[src/rtl/ema_engine.sv]
// ema_engine: per-channel exponential moving average over integer prices, 3-stage pipeline.
// Define EMA_DEVIATION_EN to add out_dev = |sample - previous ema| alongside each result.
module ema_engine #(
  parameter int unsigned         NUM_CH      = 8,
  parameter int unsigned         PRICE_BITS  = 48,
  parameter int unsigned         FRAC_W      = 16,
  parameter int unsigned         ALPHA_W     = 16,
  parameter logic [ALPHA_W-1:0]  ALPHA_RESET = 16'h0800,
  localparam int unsigned        CH_W        = (NUM_CH > 1) ? $clog2(NUM_CH) : 1,
  localparam int unsigned        Q_W         = PRICE_BITS + FRAC_W
) (
  input  logic                  clk,
  input  logic                  rst_n,
  input  logic                  in_valid,
  output logic                  in_ready,
  input  logic [CH_W-1:0]       in_ch,
  input  logic [PRICE_BITS-1:0] in_price,
  input  logic                  cfg_we,
  input  logic [CH_W-1:0]       cfg_ch,
  input  logic [ALPHA_W-1:0]    cfg_alpha,
  input  logic                  clr_valid,
  input  logic [CH_W-1:0]       clr_ch,
  output logic                  out_valid,
  input  logic                  out_ready,
  output logic [CH_W-1:0]       out_ch,
  output logic [Q_W-1:0]        out_ema,
`ifdef EMA_DEVIATION_EN
  output logic [Q_W-1:0]        out_dev,
`endif
  output logic                  out_first
);

  localparam logic [ALPHA_W-1:0] ALPHA_ONE = ALPHA_W'(1) << (ALPHA_W - 1);
  localparam int unsigned        P_W       = Q_W + ALPHA_W + 2;

  function automatic logic ch_ok(input logic [CH_W-1:0] c);
    return 32'(c) < NUM_CH;
  endfunction

  logic [Q_W-1:0]     ema_q   [NUM_CH];
  logic [ALPHA_W-1:0] alpha_q [NUM_CH];
  logic [NUM_CH-1:0]  seeded_q;

  logic               s1_v_q, s1_seeded_q;
  logic [CH_W-1:0]    s1_ch_q;
  logic [Q_W-1:0]     s1_px_q, s1_ema_q;
  logic [ALPHA_W-1:0] s1_alpha_q;

  logic               s2_v_q, s2_first_q;
  logic [CH_W-1:0]    s2_ch_q;
  logic [Q_W-1:0]     s2_base_q, s2_inc_q;

  logic               out_valid_q, out_first_q;
  logic [CH_W-1:0]    out_ch_q;
  logic [Q_W-1:0]     out_ema_q;

  logic               adv, hazard, accept, in_ok;
  logic [Q_W-1:0]     rd_ema, ema_new, inc;
  logic               rd_seeded;
  logic [ALPHA_W-1:0] rd_alpha;
  logic signed [Q_W:0]   diff;
  logic signed [P_W-1:0] prod;

  // S0: the accepting cycle reads channel state; S1/S2 hold the only in-flight readers.
  always_comb begin
    adv       = !(out_valid_q && !out_ready);
    hazard    = (s1_v_q && (s1_ch_q == in_ch)) || (s2_v_q && (s2_ch_q == in_ch));
    in_ready  = rst_n && adv && !hazard;
    accept    = in_valid && in_ready;
    in_ok     = ch_ok(in_ch);
    rd_ema    = '0;
    rd_seeded = 1'b0;
    rd_alpha  = '0;
    if (in_ok) begin
      rd_ema    = ema_q[in_ch];
      rd_seeded = seeded_q[in_ch];
      rd_alpha  = (alpha_q[in_ch] > ALPHA_ONE) ? ALPHA_ONE : alpha_q[in_ch];
    end
  end

  always_comb begin
    diff    = $signed({1'b0, s1_px_q}) - $signed({1'b0, s1_ema_q});
    prod    = P_W'(diff) * P_W'($signed({1'b0, s1_alpha_q}));
    inc     = Q_W'(prod >>> (ALPHA_W - 1));
    // Modular add is exact: the true result always lies between old ema and sample.
    ema_new = s2_base_q + s2_inc_q;
  end

`ifdef EMA_DEVIATION_EN
  logic [Q_W-1:0] dev, s2_dev_q, out_dev_q;
  always_comb dev = diff[Q_W] ? Q_W'(-diff) : Q_W'(diff);
  always_ff @(posedge clk or negedge rst_n) begin
    if (!rst_n) begin
      s2_dev_q  <= '0;
      out_dev_q <= '0;
    end else if (adv) begin
      s2_dev_q <= s1_seeded_q ? dev : '0;
      if (s2_v_q) out_dev_q <= s2_dev_q;
    end
  end
  assign out_dev = out_dev_q;
`endif

  always_ff @(posedge clk or negedge rst_n) begin
    if (!rst_n) begin
      s1_v_q      <= 1'b0;
      s1_seeded_q <= 1'b0;
      s1_ch_q     <= '0;
      s1_px_q     <= '0;
      s1_ema_q    <= '0;
      s1_alpha_q  <= '0;
      s2_v_q      <= 1'b0;
      s2_first_q  <= 1'b0;
      s2_ch_q     <= '0;
      s2_base_q   <= '0;
      s2_inc_q    <= '0;
      out_valid_q <= 1'b0;
      out_first_q <= 1'b0;
      out_ch_q    <= '0;
      out_ema_q   <= '0;
    end else if (adv) begin
      s1_v_q <= accept && in_ok;
      if (accept) begin
        s1_seeded_q <= rd_seeded;
        s1_ch_q     <= in_ch;
        s1_px_q     <= {in_price, {FRAC_W{1'b0}}};
        s1_ema_q    <= rd_ema;
        s1_alpha_q  <= rd_alpha;
      end
      s2_v_q     <= s1_v_q;
      s2_first_q <= !s1_seeded_q;
      s2_ch_q    <= s1_ch_q;
      s2_base_q  <= s1_seeded_q ? s1_ema_q : s1_px_q;
      s2_inc_q   <= s1_seeded_q ? inc : '0;
      out_valid_q <= s2_v_q;
      if (s2_v_q) begin
        out_ch_q    <= s2_ch_q;
        out_ema_q   <= ema_new;
        out_first_q <= s2_first_q;
      end
    end
  end

  // Clear is applied after writeback so it wins on a same-edge collision.
  always_ff @(posedge clk or negedge rst_n) begin
    if (!rst_n) begin
      seeded_q <= '0;
      for (int unsigned i = 0; i < NUM_CH; i++) begin
        ema_q[i]   <= '0;
        alpha_q[i] <= ALPHA_RESET;
      end
    end else begin
      if (adv && s2_v_q) begin
        ema_q[s2_ch_q]    <= ema_new;
        seeded_q[s2_ch_q] <= 1'b1;
      end
      if (clr_valid && ch_ok(clr_ch)) seeded_q[clr_ch] <= 1'b0;
      if (cfg_we && ch_ok(cfg_ch)) alpha_q[cfg_ch] <= cfg_alpha;
    end
  end

  assign out_valid = out_valid_q;
  assign out_ch    = out_ch_q;
  assign out_ema   = out_ema_q;
  assign out_first = out_first_q;

endmodule

[config.mk]
export PLATFORM = sky130hd
export DESIGN_NAME = ema_engine
export DESIGN_NICKNAME = d
export VERILOG_FILES = /design/src/rtl/ema_engine.sv
export SDC_FILE = /design/constraint.sdc
export NUM_CORES = 2
export LEC_CHECK = 0
export ABC_CLOCK_PERIOD_IN_PS = 11250
export CORE_ASPECT_RATIO = 0.8
export CORE_UTILIZATION = 65
export CTS_CLUSTER_DIAMETER = 100
export DETAILED_ROUTE_END_ITERATION = 6
export PLACE_DENSITY = 0.83
export SYNTH_ARGS = -nofsm -noshare
export SYNTH_HDL_FRONTEND = slang
export SYNTH_SLANG_ARGS = --single-unit
[constraint.sdc]
create_clock -name clk -period 11.25 [get_ports clk]
set_clock_uncertainty 0.1 [all_clocks]
set_input_delay 2.25 -clock clk [delete_from_list [all_inputs] [get_ports clk]]
set_output_delay 2.25 -clock clk [all_outputs]
set_load 0.05 [all_outputs]
# [Word-level counts from Yosys, hierarchy flattened]
# Index checks and enable logic that the tools add are counted.
[totals] register_bits=983 out_inout_bits=70 in_bits=79 elab_cells=96
[op_classes] bitwise_logic=7 mul=1 add_sub_neg=2 order_cmp=11 n_eq_ne=2 reduce_logical=18 muxes=23
[op_table] operator="$bwmux W512" count=1
[op_table] operator="$mux W64" count=5
[op_table] operator="$bmux W64 S3" count=1
[op_table] operator="$demux W64 S3" count=1
[op_table] operator="$bwmux W128" count=1
[op_table] operator="$mul A65 B17 Y79" count=1
[op_table] operator="$sub A64 B64 Y65" count=1
[op_table] operator="$add A64 B64 Y64" count=1
[op_table] operator="$mux W16" count=4
[op_table] operator="$bmux W16 S3" count=1
[op_table] operator="$demux W16 S3" count=1
[op_table] operator="$gt A16 B16 Y1 const B" count=1
[op_table] operator="$mux W8" count=2
[op_table] operator="$ge A4 B4 Y1 const B" count=3
[op_table] operator="$lt A3 B4 Y1 const B" count=3
[op_table] operator="$not A3 Y4" count=3
[op_table] operator="$logic_and A1 B1 Y1" count=11
[op_table] operator="$and A8 B8 Y8" count=1
[op_table] operator="$lt A4 B1 Y1 const B" count=2
[op_table] operator="$not A8 Y8" count=1
[op_table] operator="$or A8 B8 Y8" count=1
[op_table] operator="$demux W1 S3" count=2
[op_table] operator="$eq A3 B3 Y1" count=2
[op_table] operator="$ge A3 B1 Y1 const B" count=2
[op_table] operator="6 further kinds" count=12

# [Longest topological paths before layout]
[depth] ltp_word=8 mapped_depth=39 ltp_nobuf=37

# [Worst setup path after synthesis]
# Ideal clock, no wire load.
[synth_path] path_kind="register -> register" startpoint="register s1_ema_q[0]" endpoint="register s2_inc_q[58]" stages_incl_launch_ff=37 slack_ns=2.435 t_required_ns=11.016 setup_ns=0.134 period_less_slack_ns=8.815 arrival_time_ns=8.582 n_path_buf=2 cell_sequence="dfrtp_1 -> inv_1 -> ha_1 -> or4b_1 -> nor4_4 -> a21oi_1 -> o21bai_1 -> a21oi_1 -> nor2_1 -> nor2_1 -> nor2_1 -> nor2_1 -> xnor2_1 -> buf_2 -> nand2_1 -> fa_1 -> fa_1 -> fa_1 -> inv_1 -> fa_1 -> fa_1 -> inv_1 -> fa_1 -> inv_1 -> ha_1 -> clkbuf_1 -> a21o_1 -> o21bai_1 -> a221o_1 -> a221o_1 -> nor3_2 -> o22ai_1 -> o221ai_1 -> o21ai_1 -> a21oi_1 -> xor2_1 -> o21ai_0"
[synth_between] elab_chain_cells=3
[synth_rtl] element="start: declaration" line="46" rtl="logic [Q_W-1:0] s1_px_q, s1_ema_q;"
[synth_rtl] element="start signal: assignment" line="127" rtl="s1_ema_q <= rd_ema;"
[synth_rtl] element="$sub A64 B64 Y65" line="82" rtl="diff = $signed({1'b0, s1_px_q}) - $signed({1'b0, s1_ema_q});"
[synth_rtl] element="$mul A65 B17 Y79" line="83" rtl="prod = P_W'(diff) * P_W'($signed({1'b0, s1_alpha_q}));"
[synth_rtl] element="$mux W64" line="134" rtl="s2_inc_q <= s1_seeded_q ? inc : '0;"
[synth_rtl] element="end signal: assignment" line="134"
[synth_rtl] element="end: declaration" line="51" rtl="logic [Q_W-1:0] s2_base_q, s2_inc_q;"
# Every way passes these cells.
# A chain may end at the register's enable or synchronous reset.

# [Worst setup path in the final report]
[layout_path] startpoint="register s1_px_q[19]" endpoint="register s2_inc_q[61]"
[layout_between] elab_chain_cells=3
[layout_rtl] element="start: declaration" line="46"
[layout_rtl] element="start signal: assignment" line="126" rtl="s1_px_q <= {in_price, {FRAC_W{1'b0}}};"
[layout_rtl] element="$sub A64 B64 Y65" line="82"
[layout_rtl] element="$mul A65 B17 Y79" line="83"
[layout_rtl] element="$mux W64" line="134"
# Every way passes these cells.

==> impl_metrics.yaml <==
die:
  initial_core_util_pct: 65.9
  core_area_um2: 124000
  die_y_um: 319
  die_area_um2: 127000
  fp-row-count: 115
  ioPinCount: 149
  die_w_um: 398
cts:
  clock_latency_ps: 700
  numCtsBuffers: 85
  cts.clk_slew.worst_paths_ps: 70
  clockBufferDepth: 3
  cts_resized: 0
  root_buffer: "clkbuf_16"
  cts_setup_buffers: 0
  cts_tree: "done"
  h-tree-depth: 3
  cts.sinks: 983
  hold_buffers: 0
final_layout:
  n_antenna_cell: 0
  area_delta_synth_final_pct: 7.26
  layout_common_cells: "1541 x nand2_1, 1186 x inv_1, 960 x dfrtp_1"
  ff_latch_area_um2: 24600
  final_common_cell: "nand2_1"
  drive_gt1_share_pct: 10.7
  fin_nets: 9422
  multi_input_comb_area_um2: 50900
  n_fill_cell: 8720
sta:
  rsz0062_at_grt: "no"
  slew_headroom_pct: 14.1
  final.min_clock_period_ps: 10490
  fmax_ghz: 0.0953
  hold_violations: 0
  setup_violations: 0
  tns_ps: 0
  fin_crit_sh_pct: 93.3
  worst_slew_pin_slew_ps: 1290
  slew_violations: 0
yosys:
  synth_fp_nets: 9531
  yosys_warnings: 0
  netlist_area_um2: 81400
  synthCells: 8236
  synth_cell_type_count: 100
  syn_area_per_cell_um2: 9.88
  synth_flop_cell: "dfrtp_1"
  ys_seq_area_share_pct: 30.2
  async_flop_share_pct: 100
  ys_ff_latch: 983
  synth-edff-count: 0
setup_path:
  rr_startpoint: "s1_px_q[19]"
  cp-endpoint: "s2_inc_q[61]"
  max_stage_delay_ps: 700
  path_delay_family: "compound AO/OA/AOI/OAI gates"
  rrSetupSlack_ps: 760
  critPathBufInv: 5
  reg2reg_depth: 32
  required_ps: 11730
  rr_endpoint: "s2_inc_q[61]"
  cpMostUsedCell: "fa_1"
  criticalPathCategory: "flip-flop to flip-flop"
  critPathSlowestCell: "xnor2_1"
  cp-startpoint: "s1_px_q[19]"
  start_kind: "flip-flop"
  worstPathMaxFanout: 10
  cp.arrival_ps: 10970
  cp_num_cells: 32
  worst_setup_path_end_kind: "flip-flop"
global_route:
  grt.met1_usage_pct: 48.1
  grt_pass1_vias: 64900
  overflow: 0
  grt_start_max_net_pins: 196
  grt.total_usage_pct: 36.8
  grt_use_met2_pct: 58.8
  grt.met3_usage_pct: 8.01
  grt_pass1_wl_um: 361000
  antenna_found_initial: 7
  globalRoute.busiestLayer: "met2"
place:
  dp_hpwl_um: 162000
  io_buffers: 148
  place_congestion: 0.997
route:
  firstDrtPassIters: 7
  wl_per_cell_um: 23.1
  antenna_left: 0
  vias: 60800
  drt_iter0_markers: 5310
  drc_errors: 6
  vias_per_cell: 6.19
  wl_um: 227000
status:
  status: "finished with violations"
  violations: "DRC"
hold_path:
  hold_path_class: "flip-flop to flip-flop"
  hold_depth: 2
job:
  max_cap_violations: 0
[registers in the layout, summed over array words and instances (netlist names)]
signal and cells:
ema_q 512, alpha_q 128, out_ema 64, s1_ema_q 64
s2_base_q 64, s2_inc_q 64, s1_px_q 48, s1_alpha_q 16
seeded_q 8, out_ch 3, s1_ch_q 3, s2_ch_q 3
out_first 1, out_valid 1, s1_seeded_q 1, s1_v_q 1
s2_first_q 1, s2_v_q 1
[how the worst min path moves through the flow]
stage                startpoint           to
CTS                  ema_q[201]   ema_q[201]
floorplan            s2_first_q    out_first
finish              out_ema[22]  out_ema[22]
detailed placement   ema_q[202]   ema_q[202]
global route         ema_q[427]   ema_q[427]
global placement     ema_q[211]   ema_q[211]
[cells in the mapped netlist, drive strengths merged (8+ instances only)]
cell	count	area [um2]
dfrtp	975	24400
nor2	97	364
a21oi	195	998
o211ai	9	67.6
a211oi	9	67.6
nand2b	14	87.6
and2	475	2970
and3	31	194
o31ai	18	140
ha	286	3580
or2	11	68.8
o21bai	41	312
mux4	162	3650
mux2	338	3810
nor2b	27	176
nor3	40	210
a41oi	9	78.8
nand4	49	322
o21ai	619	3100
nand3	58	290
xnor2	124	1110
xor2	77	674
o31a	8	71.3
clkbuf	404	1520
a21o	107	807
inv	1186	4450
fa	930	18600
buf	62	274
dfstp	8	210
a31oi	22	138
a31o	9	78.8
mux2i	130	1300
a21boi	9	67.6
nand2	1546	5800
nor4	14	109
o21a	13	97.6
[metrics by stage]
step	util [%]	hold WS, ps	cell area (um2)	std cells	setup slack (ps)
final	70.6	374	87300	9827	758
after global routing	70.6	399	87300	9827	281
after CTS	70.6	378	87300	9827	958
after detailed placement	68.3	360	84500	9678	964
after global placement	68.3	353	84500	9678	1230
after floorplan	-	339	81400	8236	2430
[cell families after synthesis]
group | count (synthesis) | share of synthesized area [%]
flops | 983 | 30.2
simple gates | 2396 | 13.4
xor+xnor | 201 | 2.19
fa+ha+maj | 1216 | 27.3
mux | 630 | 10.8
compound gates | 1158 | 8.51
buf+inv | 1652 | 7.67
[worst min-delay path, delay by kind of cell, from the launching register on]
family	cells	cell delay, ps
flops	1	340
simple gates	2	100
[layout make-up]
type	count	share of cell area [%]
multi-input combinational	5601	58.2
clock inverter	34	0.514
clock buffer	115	2.73
sequential	983	28.2
inverter	1186	5.10
timing repair buffer	270	2.85
tap	1638	2.35
[per-layer routing]
layer,part of all wire [%],vias up
met5,0.036,-
met4,5.5,10
met3,10,793
met2,47,3120
met1,38,30900
li1,-,26100
Power is not shown: default switching activity piles up to over one toggle a cycle in this logic, so the estimate is an artifact.
